[src/rtl/demux_n_chan_reg_if.sv]
// Sample/control bus into the registered 1-to-N demultiplexer and its per-channel results.
interface demux_n_chan_reg_if #(
  parameter int W_CHAN = 16,
  parameter int W_SEL  = 4,
  parameter int N_OUT  = 8
) ();
  logic [W_CHAN-1:0]       data_in;
  logic                    dv_in;
  logic [W_SEL-1:0]        chan_select_in;
  logic                    auto_seq_in;
  logic                    clear_in;
  logic [W_CHAN*N_OUT-1:0] data_packed_out;
  logic [N_OUT-1:0]        dv_out;
  logic                    frame_dv_out;
  logic [W_SEL-1:0]        chan_cur_out;
  logic                    err_sel_out;

  modport master (
    output data_in, dv_in, chan_select_in, auto_seq_in, clear_in,
    input  data_packed_out, dv_out, frame_dv_out, chan_cur_out, err_sel_out
  );

  modport slave (
    input  data_in, dv_in, chan_select_in, auto_seq_in, clear_in,
    output data_packed_out, dv_out, frame_dv_out, chan_cur_out, err_sel_out
  );
endinterface

[src/rtl/demux_n_chan_reg.sv]
// Registered 1-to-N demux: steers samples into N_OUT holding slots (manual or round-robin
// addressing) with per-channel update strobes and a frame strobe once every slot is refreshed.
module demux_chan_slot #(
  parameter int W = 16
) (
  input  logic         clk,
  input  logic         rst_n,
  input  logic         we,
  input  logic [W-1:0] d,
  output logic [W-1:0] q,
  output logic         dv
);
  always_ff @(posedge clk or negedge rst_n) begin
    if (!rst_n) begin
      q  <= '0;
      dv <= 1'b0;
    end else begin
      dv <= we;
      if (we) q <= d;
    end
  end
endmodule

module demux_n_chan_reg #(
  parameter int W_CHAN = 16,
  parameter int W_SEL  = 4,
  parameter int N_OUT  = 8
) (
  input logic              clk_in,
  input logic              rst_n_in,
  demux_n_chan_reg_if.slave bus
);
  localparam logic [W_SEL:0]   N_OUT_W  = (W_SEL+1)'(N_OUT);
  localparam logic [W_SEL-1:0] PTR_LAST = W_SEL'(N_OUT-1);
  localparam logic [N_OUT-1:0] ALL_ONES = '1;

  typedef enum logic {COLLECT, FRAME} state_t;

  typedef struct packed {
    logic              vld;
    logic [W_SEL-1:0]  tgt;
    logic [W_CHAN-1:0] data;
  } req_t;

  req_t                         req;
  logic                         in_range, acc, frame_hit;
  logic [N_OUT-1:0]             hit, nmask, mask;
  logic [W_SEL-1:0]             seq_ptr;
  logic                         err;
  state_t                       state, state_nxt;
  logic [N_OUT-1:0][W_CHAN-1:0] slot_q;
  logic [N_OUT-1:0]             dv_q;

  // clear wins over a coincident sample, so it simply masks the request
  always_comb begin
    req.vld  = bus.dv_in & ~bus.clear_in;
    req.tgt  = bus.auto_seq_in ? seq_ptr : bus.chan_select_in;
    req.data = bus.data_in;
  end

  assign in_range  = {1'b0, req.tgt} < N_OUT_W;
  assign acc       = req.vld & in_range;
  assign nmask     = mask | hit;
  assign frame_hit = acc && (nmask == ALL_ONES);

  for (genvar i = 0; i < N_OUT; i++) begin : g_chan
    assign hit[i] = acc && (req.tgt == W_SEL'(i));
    demux_chan_slot #(.W(W_CHAN)) u_slot (
      .clk   (clk_in),
      .rst_n (rst_n_in),
      .we    (hit[i]),
      .d     (req.data),
      .q     (slot_q[i]),
      .dv    (dv_q[i])
    );
  end

  always_ff @(posedge clk_in or negedge rst_n_in) begin
    if (!rst_n_in) begin
      seq_ptr <= '0;
      mask    <= '0;
      err     <= 1'b0;
    end else if (bus.clear_in) begin
      seq_ptr <= '0;
      mask    <= '0;
      err     <= 1'b0;
    end else begin
      if (bus.dv_in && bus.auto_seq_in)
        seq_ptr <= (seq_ptr == PTR_LAST) ? '0 : seq_ptr + 1'b1;
      if (acc)
        mask <= frame_hit ? '0 : nmask;
      if (req.vld && !in_range)
        err <= 1'b1;
    end
  end

  always_ff @(posedge clk_in or negedge rst_n_in) begin
    if (!rst_n_in) state <= COLLECT;
    else           state <= state_nxt;
  end

  // FRAME lasts exactly one cycle, lining up with the completing dv_out bit
  always_comb begin
    state_nxt = COLLECT;
    if (frame_hit) state_nxt = FRAME;
  end

  always_comb begin
    bus.frame_dv_out = 1'b0;
    if (state == FRAME) bus.frame_dv_out = 1'b1;
  end

  assign bus.data_packed_out = slot_q;
  assign bus.dv_out          = dv_q;
  assign bus.chan_cur_out    = seq_ptr;
  assign bus.err_sel_out     = err;
endmodule

[src/flat_wrapper.sv]
// flat-port wrapper written by rule: the top's interface ports become plain ports
module demux_n_chan_reg_flat 
#(
  parameter int W_CHAN = 16,
  parameter int W_SEL  = 4,
  parameter int N_OUT  = 8
)
  (clk_in, rst_n_in, bus_data_in, bus_dv_in, bus_chan_select_in, bus_auto_seq_in, bus_clear_in, bus_data_packed_out, bus_dv_out, bus_frame_dv_out, bus_chan_cur_out, bus_err_sel_out);
  demux_n_chan_reg_if #(.W_CHAN(W_CHAN), .W_SEL(W_SEL), .N_OUT(N_OUT)) bus_i ();
  input logic clk_in;
  input logic rst_n_in;
  input wire logic [$bits(bus_i.data_in)-1:0] bus_data_in;
  input wire logic [$bits(bus_i.dv_in)-1:0] bus_dv_in;
  input wire logic [$bits(bus_i.chan_select_in)-1:0] bus_chan_select_in;
  input wire logic [$bits(bus_i.auto_seq_in)-1:0] bus_auto_seq_in;
  input wire logic [$bits(bus_i.clear_in)-1:0] bus_clear_in;
  output wire logic [$bits(bus_i.data_packed_out)-1:0] bus_data_packed_out;
  output wire logic [$bits(bus_i.dv_out)-1:0] bus_dv_out;
  output wire logic [$bits(bus_i.frame_dv_out)-1:0] bus_frame_dv_out;
  output wire logic [$bits(bus_i.chan_cur_out)-1:0] bus_chan_cur_out;
  output wire logic [$bits(bus_i.err_sel_out)-1:0] bus_err_sel_out;
  assign bus_i.data_in = bus_data_in;
  assign bus_i.dv_in = bus_dv_in;
  assign bus_i.chan_select_in = bus_chan_select_in;
  assign bus_i.auto_seq_in = bus_auto_seq_in;
  assign bus_i.clear_in = bus_clear_in;
  assign bus_data_packed_out = bus_i.data_packed_out;
  assign bus_dv_out = bus_i.dv_out;
  assign bus_frame_dv_out = bus_i.frame_dv_out;
  assign bus_chan_cur_out = bus_i.chan_cur_out;
  assign bus_err_sel_out = bus_i.err_sel_out;
  demux_n_chan_reg #(.W_CHAN(W_CHAN), .W_SEL(W_SEL), .N_OUT(N_OUT)) u_core (.clk_in(clk_in), .rst_n_in(rst_n_in), .bus(bus_i));
endmodule
[config.mk]
export PLATFORM = sky130hd
export DESIGN_NAME = demux_n_chan_reg_flat
export DESIGN_NICKNAME = d
export VERILOG_FILES = /design/src/rtl/demux_n_chan_reg_if.sv /design/src/rtl/demux_n_chan_reg.sv /design/src/flat_wrapper.sv
export SDC_FILE = /design/constraint.sdc
export NUM_CORES = 1
export LEC_CHECK = 0
export CORE_MARGIN = 1
export CORE_UTILIZATION = 55
export CTS_BUF_LIST = sky130_fd_sc_hd__clkbuf_2 sky130_fd_sc_hd__clkbuf_4 sky130_fd_sc_hd__clkbuf_8
export CTS_CLUSTER_DIAMETER = 100
export DETAILED_ROUTE_END_ITERATION = 8
export DONT_BUFFER_PORTS = 1
export PLACE_DENSITY = 0.73
export SLEW_MARGIN = 20
export SYNTH_ARGS = -nofsm -noshare
export SYNTH_HDL_FRONTEND = slang
export SYNTH_SLANG_ARGS = --single-unit
[constraint.sdc]
create_clock -name clk_in -period 2.4 [get_ports clk_in]
set_input_delay 0.12 -clock clk_in [delete_from_list [all_inputs] [get_ports clk_in]]
set_output_delay 0.12 -clock clk_in [all_outputs]
set_load 0.01 [all_outputs]
# [Word level (Yosys, flattened, before mapping)]
# Index checks and enable logic that the tools add are counted.
[word_totals] reg_bits=150 latchBits=0 ram_bits=0 rom_bits=0 in_bits=25 output_inout_bits=142 elab_cells=62 n_memories=0
[op_classes] n_addsub=1 n_mul=0 div=0 magnitude_cmp=1 n_eq_ne=9 shifts=0 mux=11 n_bitwise=4 reduce_logical=16
[op_table] operator="8-bit two-way mux" count=3
[op_table] operator="4-bit by 3-bit == test with 1-bit output, second input constant" count=5
[op_table] operator="4-bit two-way mux" count=4
[op_table] operator="1-bit logical AND" count=11
[op_table] operator="4-bit by 2-bit == test with 1-bit output, second input constant" count=2
[op_table] operator="8-bit == test, second input constant" count=1
[op_table] operator="8-bit OR" count=1
[op_table] operator="2-bit nonzero test" count=3
[op_table] operator="4-bit by 1-bit adder with 4-bit output, second input constant" count=1
[op_table] operator="4-bit by 1-bit == test with 1-bit output, second input constant" count=1
[op_table] operator="4-bit zero test" count=1
[op_table] operator="4-bit < comparator, second input constant" count=1
[op_table] operator="1-bit two-way mux" count=4
[op_table] operator="1-bit bitwise AND" count=2
[op_table] operator="1-bit zero test" count=1
[op_table] operator="1-bit NOT" count=1

# [Logic depth before layout (Yosys ltp)]
# Gate-level depths: netlist (run 1).
[logic_depth] depth_word=10 ltp_mapped=8 mapped_depth_nobuf=6

# [Modules after synthesis]
# From an unflattened synthesis (run 1), not the netlist that was laid out.
[unflattened] cells_unflattened=367 hier_area_um2=6249.7
[by_module_without_submodules] mod="demux_chan_slot" n_inst=8 cells_per_inst=35 area_each_um2=674.4 seq_area_each_um2=425.4
[by_module_without_submodules] mod="demux_n_chan_reg" n_inst=1 cells_per_inst=87 area_each_um2=854.6 seq_area_each_um2=350.3

# [Least setup slack after synthesis (run 1)]
# OpenSTA, ideal clock, no wires.
[synth_path] path_kind="reg-to-reg" startpoint="register u_core.seq_ptr[0] (netlist: u_core.bus.chan_cur_out[0])" endpoint="register u_core.mask[2]" setup_ns=0.160 arrival_time_ns=2.191 required_time_ns=2.240 path_slack_ns=0.049 stages_incl_launch_ff=6 n_path_buf=0 period_less_slack_ns=2.351 path_cell_list="dfrtp_1 -> or3b_1 -> a2111oi_4 -> o22ai_2 -> nor4_4 -> a221oi_1"
[synth_via] elab_chain_len=10 word_cells_on_any_way=26 cone_classes="order compare (1); eq/ne (8); mux (4); bitwise (2); reduce/logical (11)"
[synth_lines] item="start, declared" line_no="demux_n_chan_reg.sv:48" rtl="logic [W_SEL-1:0] seq_ptr;"
[synth_lines] item="start signal, assigned" line_no="demux_n_chan_reg.sv:89" rtl="seq_ptr <= (seq_ptr == PTR_LAST) ? '0 : seq_ptr + 1'b1;"
[synth_lines] item="4-bit two-way mux (*)" line_no="demux_n_chan_reg.sv:57" rtl="req.tgt = bus.auto_seq_in ? seq_ptr : bus.chan_select_in;"
[synth_lines] item="4-bit < comparator" line_no="demux_n_chan_reg.sv:61" rtl="assign in_range = {1'b0, req.tgt} < N_OUT_W;"
[synth_lines] item="1-bit bitwise AND" line_no="demux_n_chan_reg.sv:62" rtl="assign acc = req.vld & in_range;"
[synth_lines] item="1-bit logical AND" line_no="demux_n_chan_reg.sv:67" rtl="assign hit[i] = acc && (req.tgt == W_SEL'(i));"
[synth_lines] item="8-bit OR" line_no="demux_n_chan_reg.sv:63" rtl="assign nmask = mask | hit;"
[synth_lines] item="8-bit == test" line_no="demux_n_chan_reg.sv:64" rtl="assign frame_hit = acc && (nmask == ALL_ONES);"
[synth_lines] item="1-bit logical AND" line_no="demux_n_chan_reg.sv:64"
[synth_lines] item="8-bit two-way mux" line_no="demux_n_chan_reg.sv:91" rtl="mask <= frame_hit ? '0 : nmask;"
[synth_lines] item="8-bit two-way mux" line_no="demux_n_chan_reg.sv:90" rtl="if (acc)"
[synth_lines] item="8-bit two-way mux" line_no="demux_n_chan_reg.sv:83" rtl="end else if (bus.clear_in) begin"
[synth_lines] item="end signal, assigned" line_no="demux_n_chan_reg.sv:91"
[synth_lines] item="end, declared" line_no="demux_n_chan_reg.sv:47" rtl="logic [N_OUT-1:0] hit, nmask, mask;"
# Mark *: on every way between the ends. The rest lies on a longest branch, timed or not. The select of a mux whose other input is x is not followed.
# A chain may end at the register's enable or synchronous reset.

# [Final worst setup path (run 1)]
[layout_path] startpoint="register u_core.seq_ptr[3] (netlist: u_core.bus.chan_cur_out[3])" endpoint="register u_core.mask[4]"
# Same word-level chain as after synthesis.

==> results of run 1 <==
## registers in the layout, summed over array words and instances (netlist names)
name                     count
u_core.bus.chan_cur_out      4
u_core.bus.err_sel_out       1
u_core.g_chan.u_slot.dv      8
u_core.g_chan.u_slot.q     128
u_core.mask                  8
u_core.state                 1
## metal layers
| layer | GRT usage [%] | vias up | wire [µm] | share of wire (%) |
|---|---|---|---|---|
| li1 | - | 1405 | - | - |
| met1 | 29.7 | 1673 | 5160 | 41 |
| met2 | 37.9 | 105 | 6200 | 50 |
| met3 | 8.98 | 19 | 877 | 7.0 |
| met4 | 10.7 | 0 | 212 | 1.7 |
| met5 | 0 | - | 0 | 0 |
## critical path, delay by kind of cell, from the launching register on
| family | cells | cell delay [ps] |
|---|---|---|
| AO/OA/AOI/OAI | 3 | 780 |
| buffers and inverters | 1 | 190 |
| flip-flops | 1 | 470 |
| multiplexers | 1 | 410 |
| AND/OR/NAND/NOR | 1 | 230 |
## where the power goes
group	switching, mW	internal, mW
clock	0.909	1.01
sequential	0.585	3.00
combinational	0.191	0.382
## cells in the final DEF (no fill, tap or decap)
| cell type | count |
|---|---|
| and2_1 | 3 |
| clkinv_4 | 2 |
| or4_1 | 1 |
| nand2_1 | 7 |
| mux2_1 | 2 |
| dfrtp_1 | 150 |
| a211oi_1 | 1 |
| a221oi_1 | 3 |
| nand3_1 | 4 |
| or3b_1 | 2 |
| buf_4 | 20 |
| nand4_1 | 1 |
| bufinv_16 | 3 |
| mux2_2 | 128 |
| o211ai_1 | 1 |
| nand2b_1 | 2 |
| clkinvlp_4 | 5 |
| o22ai_2 | 1 |
| nor2b_1 | 1 |
| nor3_1 | 2 |
| or3_1 | 1 |
| clkbuf_8 | 17 |
| xor2_1 | 1 |
| o22ai_1 | 1 |
| nor4_4 | 1 |
| o21ai_0 | 6 |
| a2111oi_4 | 4 |
| clkinv_2 | 3 |
| mux2i_1 | 2 |
| a21oi_1 | 13 |
| buf_12 | 1 |
| nand3b_1 | 3 |
| inv_1 | 7 |
| ha_1 | 1 |
| dlygate4sd3_1 | 20 |
| nor2_1 | 4 |
## logic make-up (layout without fill, tap and decap cells)
group / count (synthesis) / count (layout) / synth area share (%)
DFF: 150 / 150 / 64.1
muxes: 132 / 132 / 25.3
and+or+nand+nor: 32 / 32 / 3.25
AOI/OAI and AO/OA: 30 / 30 / 4.53
buffers and inverters: 27 / 78 / 2.39
adders and majority gates: 1 / 1 / 0.214
xor gates and xnor gates: 1 / 1 / 0.150
## path summary, 6_finish.rpt
kind,to,start
setup reg to reg,u_core.mask[4]$_DFFE_PN0P_,u_core.bus.chan_cur_out[3]$_DFFE_PN0P_
setup / recovery,u_core.mask[4]$_DFFE_PN0P_,u_core.bus.chan_cur_out[3]$_DFFE_PN0P_
hold / removal,u_core.state$_DFF_PN0_,rst_n_in
hold reg to reg,u_core.mask[7]$_DFFE_PN0P_,u_core.mask[7]$_DFFE_PN0P_
max in group asynchronous,u_core.g_chan[0].u_slot.q[7]$_DFFE_PN0P_,rst_n_in
min in group clk_in,u_core.g_chan[2].u_slot.dv$_DFF_PN0_,bus_clear_in
## final cells by class
cell class | instances | share of cell area, %
inverters | 7 | 0.394
flip-flops and latches | 150 | 56.2
clock buffers | 17 | 3.51
repair buffers | 41 | 5.55
well taps | 136 | 2.55
clock inverters | 13 | 2.40
multi-input cells | 196 | 29.4
## repair_timing
action / CTS / global route
endpoints found under the setup margin: 0 / 5
buffers inserted: 0 / 1
endpoints found under the hold margin: 291 / 150
==> run summary, run 1 <==
dfrtp_1 takes more of the synthesized area than any other cell. The slack of the worst reg-to-reg path is 180 ps. The final weighted congestion of routability-driven global placement came out at 0.833. The number of clock sinks seen by CTS is 150.

Along the worst path, the maximum fanout reaches 9. The total negative slack for setup checks is 0 ps. The buffer type at the clock tree root is clkbuf_8. The total of warnings raised by yosys is 0. The sequential-to-total area share from yosys stat is 64.1%. The total inserted antenna cells is 0. After the flow finishes, the layout carries non-filler instances totaling 560. The final layout contains routed wiring with a total length of 12500 µm.

The arrival time at the worst endpoint came out at 2510 ps. Synthesis handed over a netlist of 373 instances. The count of input and output buffers came out at 0. The worst setup path is captured at a flop. The HPWL reported at the end of detailed placement came out at 8170 µm. The nature of the critical path startpoint is a flop. Based on the critical path, the design can be clocked at up to 0.451 GHz. The number of global-route vias before repair is 3375. In the final layout, flip-flops and latches occupy 3750 µm².

After detailed placement, the total cell area comes to 6070 µm². The clock tree from TritonCTS is done. The vias per cell came out at 5.72. From synthesis to final layout, the design area changed by 14.0%. Of the cells placed in the final design, the portion with a size suffix greater than 1 is 43.6%. The top-level port count came out at 167. For this run, the share of the core covered by cells in the final layout is 64.7%. In this run the mean area of a mapped cell was 15.7 µm². Counting instances in the post-synthesis netlist gives the leading cell types as dfrtp_1 (150), mux2_2 (128), a21oi_1 (13). In this run, post-CTS hold repair placed 20 buffers. For this run, the slowest stage of the critical path takes 480 ps. The clock insertion delay at the later pin of the skew report came out at 440 ps.

The number of setup violations in the final report came out at 0. The pre-CTS setup slack came out at 152 ps. The total congestion overflow came out at 0. The detailed router's first-iteration violation count came out at 188. The net count after synthesis came out at 399. The wire length of the first global-routing pass is 19500 µm. The number of resized instances in the post-cts repair step came out at 0. The filler cells instantiated in the layout total 750.

The power density over the cells is 911 nW/µm². The number of search-and-repair iterations in the first detailed-routing pass is 4. Setup repair after global routing left no endpoint under its margin. The number of buffers created by CTS is 17. Synthesis inferred 150 register bits.

The die height came out at 105 µm. The worst-case hold slack is -629 ps. Clock-pin slew was measured on the worst setup and hold paths at 80 ps. The peak ir drop on the vdd network is 0.482 mV. The DRC violation count after routing came out at 0. The core footprint is 10300 µm². The max-slew headroom at the worst pin came out at 66.0%.

The overall power after layout came out at 6.08 mW. The initial antenna violation count came to 0. The row count came out at 37. The leakage power total came out at 3.11 nW. The floorplan step defined a die boundary enclosing 11100 µm². The maximum number of pins on one net before global-route repair came out at 151. After synthesis, the cell types taking the most area are dfrtp_1 (64%), mux2_2 (25%), a2111oi_4 (1.9%).

Traced cell by cell, the critical path runs through mux2_2, a2111oi_4, a221oi_1, nor4_4, buf_4, a221oi_1. The dominant synthesized flop cell is dfrtp_1. The post-synthesis instance area came out at 5850 µm². The width of the die came out at 105 µm.

The flow ran to the end, but the final reports show violations. The final hold violation count came out at 150. The via count is 3202. For this run, asynchronously set or reset flops after synthesis account for 100%. In this run, synthesis inferred 0 flip-flops with an integrated enable.

Global routing consumed, over all layers together, 24.1% of the routing resources. The most frequent cell on the critical path is a221oi_1. The net count reported at finish is 439.

The number of violations of the max-capacitance limit is 0. The initial utilization of the core area, before any placement, comes to 56.7%. The H-tree was split into 4 levels. The slowest cell on the critical path is a2111oi_4. The most instantiated library cell after synthesis is dfrtp_1. The minimum period implied by the final worst setup slack came out at 2220 ps. The number of cells on the worst reg-to-reg path came out at 6. The post-detailed-route count of antenna-violating nets came out at 0.

The path class of the tightest hold or removal check is input pin to asynchronous set/reset pin. The area of combinational cells with multiple inputs is 1960 µm². The count of unique library cells instantiated by Yosys came out at 31. The number of pins exceeding their max-slew limit in the final report came to 0. The slack of the critical path is 182 ps. Summed over its instances, the top area cell type makes up 64.1% of the synthesized netlist area. The post-route clock skew came out at 9.73 ps. The startpoint-to-endpoint class of the critical path is flop to flop.

After layout, the worst path uses 92.4% of the clock period. The checks that failed: negative hold slack. No sink is reached through more buffers than the 2 on the longest clock path. Summing all non-filler instances in the final layout gives an area of 6680 µm². At the pin with the least slew margin, the transition time is 511 ps.

The total instance count after detailed placement is 509. The required time of the critical path is 2690 ps. The mean routed wirelength per cell came out at 22.2 µm.
Power figures use the tool's default switching activity.
==> run 2, diff against run 1 <==
BUFFER_PORTS_ARGS = -buffer_cell sky130_fd_sc_hd__buf_2   (was not set)
CORE_UTILIZATION = 48   (was 55)
DONT_BUFFER_PORTS = not set   (was 1)
PLACE_DENSITY = 0.78   (was 0.73)
==> run summary, run 2 (same netlist as run 1, synthesis figures left out) <==
The slack of the worst reg-to-reg path came out at 190 ps (about the same). The area enclosed by the die boundary is 12600 µm² (+14%). The DRC violation count after routing was 0 (unchanged).

The post-route clock skew is 9.87 ps (+0.142 ps). Setup repair after global routing left no endpoint under its margin. The number of global-route vias before repair came out at 4047 (+20%). The buffer type at the clock tree root is clkbuf_8. The fill cell total of the finished layout came out at 897 (+20%).

The arrival time at the worst endpoint is 2500 ps (about the same). The number of clock sinks seen by CTS is 150 (unchanged). The peak ir drop on the vdd network came out at 0.460 mV (-4.5%). The register with the most flip-flops in the final layout is u_core.g_chan.u_slot.q. The required time of the critical path came out at 2690 ps (about the same). The initial antenna violation count is 0 (unchanged). The vias per cell was 5.26 (-8.0%). The timing-limited maximum frequency came out at 0.453 GHz (+0.46%). The number of resized instances in the post-cts repair step came out at 0 (unchanged). The number of search-and-repair iterations in the first detailed-routing pass is 4 (unchanged). The maximum number of pins on one net before global-route repair came out at 69 (-54%). The share of post-route cells with drive strength above 1 is 60.1% (+16 points).

The area growth from synthesis to layout is 28.0%. The commonest non-fill, non-tap cell in the layout is buf_2. The flow ran to the end, and the final reports show no timing, DRC or antenna violations.

The row count is 39 (+5.4%). The core occupancy in the finished layout came out at 64.3% (-0.40 points). The clock insertion delay at the later pin of the skew report came out at 440 ps (about the same). The startpoint identified for the worst hold timing path is bus_data_in[14]. The die height came out at 112 µm (+6.9%).

The final worst-path cycle share came out at 92.0% (-0.42 points). The net count reported at finish came to 594 (+35%). The combined global-route utilization of all metal layers came out at 22.9% (-1.2 points).

The core footprint is 11700 µm² (+13%). The worst-case hold slack came to 24.6 ps (+653 ps). The number of pins exceeding their max-slew limit in the final report came out at 0 (unchanged).

The HPWL reported at the end of detailed placement is 9360 µm (+15%). The clock-pin slew on the worst setup and hold paths came out at 80 ps (about the same). The via count came out at 3810 (+19%). The quantity of hold-fixing buffers added after cts came out at 13 (-35%). The post-detailed-route count of antenna-violating nets was 0 (unchanged). The number of flip-flops in the largest register came out at 128 (unchanged). The wire length of the first global-routing pass was 21700 µm (+11%).

The number of cells on the worst reg-to-reg path is 5 (-1). The detailed router's first-iteration violation count came to 154 (-18%). The number of violations of the max-capacitance limit was 0 (unchanged).

The maximum level of the CTS H-tree is 4 (unchanged). The largest fanout of any net on the critical path is 9 (unchanged). The minimum period implied by the final worst setup slack came out at 2210 ps (-10.1 ps). The power density over the cells came out at 911 nW/µm² (about the same). The library cells used most frequently in the layout, excluding fill and tap cells, are buf_2 (165), dfrtp_1 (150), mux2_2 (128).

The terminus of the critical flop-to-flop path is u_core.mask[4]$_DFFE_PN0P_. The worst hold path passes through 2 cells. The post-route cell area came to 7490 µm² (+12%). The post-CTS repair timing setup buffer count is 0 (unchanged). The total congestion overflow came out at 0 (unchanged). The mean routed wirelength per cell came out at 18.8 µm (-15%). The overall power after layout came out at 6.83 mW (+12%). The nature of the critical path startpoint is a flop. The wire length reported by the detailed router came to 13600 µm (+9.3%). The largest registers in the layout are u_core.g_chan.u_slot.q x128, u_core.g_chan.u_slot.dv x8, u_core.mask x8. The start of the worst register-to-register path is u_core.bus.chan_cur_out[1]$_DFFE_PN0P_. The transition time at the pin with the least slew margin is 553 ps (+42.2 ps). The max-slew headroom at the worst pin came to 62.1% (-3.9 points).

The worst setup path is of the flop to flop kind. The leakage power total came out at 3.89 nW (+25%). The number of setup violations in the final report is 0 (unchanged). The worst hold-check path type is input pin to flop.

The clock tree from TritonCTS is done. The total negative slack for setup checks is 0 ps (unchanged). The count of input and output buffers came out at 166 (+166). The total inserted antenna cells came out at 0 (unchanged).

The placed standard-cell area is 6910 µm² (+14%). The largest buffer count on any clock path was 2 (unchanged). STA classifies the critical path endpoint as a flop.

The top-level port count is 167 (unchanged). The initial standard-cell utilization of the core came out at 50.2% (-6.5 points). The endpoint with the worst hold slack is u_core.g_chan[5].u_slot.q[14]$_DFFE_PN0P_. The number of buffers created by CTS is 17 (unchanged).

The width of the die came out at 112 µm (+6.9%). The final weighted congestion of routability-driven global placement came out at 0.772 (-7.3%). The final hold violation count is 0 (-100%).
run 2: changes by cell type in the layout (fill, tap and decap cells not counted):
cell,change
clkinv_4,-2
buf_2,+165
clkinv_2,+2
clkbuf_8,+5
clkinvlp_4,-5
dlygate4sd3_1,-7
clkbuf_4,+1
buf_6,+1
bufinv_16,+1
buf_12,+1
buf_4,-5
run 2: worst max-delay path by stage:
stage | startpoint | endpoint | slack, ps | cells past startpoint
floorplan | u_core.bus.chan_cur_out[0]$_DFFE_PN0P_ | u_core.mask[2]$_DFFE_PN0P_ | 50 | 5
global placement | bus_auto_seq_in | u_core.g_chan[7].u_slot.q[9]$_DFFE_PN0P_ | 300 | 6
detailed placement | u_core.bus.chan_cur_out[1]$_DFFE_PN0P_ | u_core.mask[4]$_DFFE_PN0P_ | 210 | 5
CTS | u_core.bus.chan_cur_out[1]$_DFFE_PN0P_ | u_core.mask[4]$_DFFE_PN0P_ | 190 | 5
global route | u_core.bus.chan_cur_out[1]$_DFFE_PN0P_ | u_core.mask[4]$_DFFE_PN0P_ | 80 | 5
finish | u_core.bus.chan_cur_out[1]$_DFFE_PN0P_ | u_core.mask[4]$_DFFE_PN0P_ | 190 | 5
run 2: through the flow:
step,setup WS [ps],instances
floorplan,49.2,373
global placement,305,679
detailed placement,207,679
CTS,191,724
global route,81.4,724
finish,192,724
run 2: report_power, final:
group	switching (mW)	leakage (nW)	internal, mW
Combinational	0.706	1.71	0.708
Sequential	0.239	1.94	3.00
Clock	0.901	0.239	1.28
Total	1.85	3.89	4.98
run 2: per-layer routing:
| metal | global-route usage (%) | routed length [µm] | up-vias |
|---|---|---|---|
| met5 | 0 | 0 | - |
| met4 | 9.78 | 248 | 0 |
| met3 | 5.13 | 591 | 18 |
| met2 | 39.5 | 7180 | 98 |
| met1 | 27.8 | 5590 | 1977 |
| li1 | - | - | 1717 |
run 2: cell type report:
cell class	instances	area [µm²]	share of cell area [%]
sequential	150	3750	50.1
multi-input combinational	196	1960	26.2
timing repair buffer	196	1120	14.9
clock buffer	23	310	4.14
tap	143	179	2.39
clock inverter	9	145	1.94
inverter	7	26.3	0.351
run 2: worst max-delay path, cell delays in order, from the launching register on:
cell       delay [ps]
dfrtp_1           480
or3b_1            450
a2111oi_4         360
o22ai_2           150
nor4_4            470
a221oi_1          150
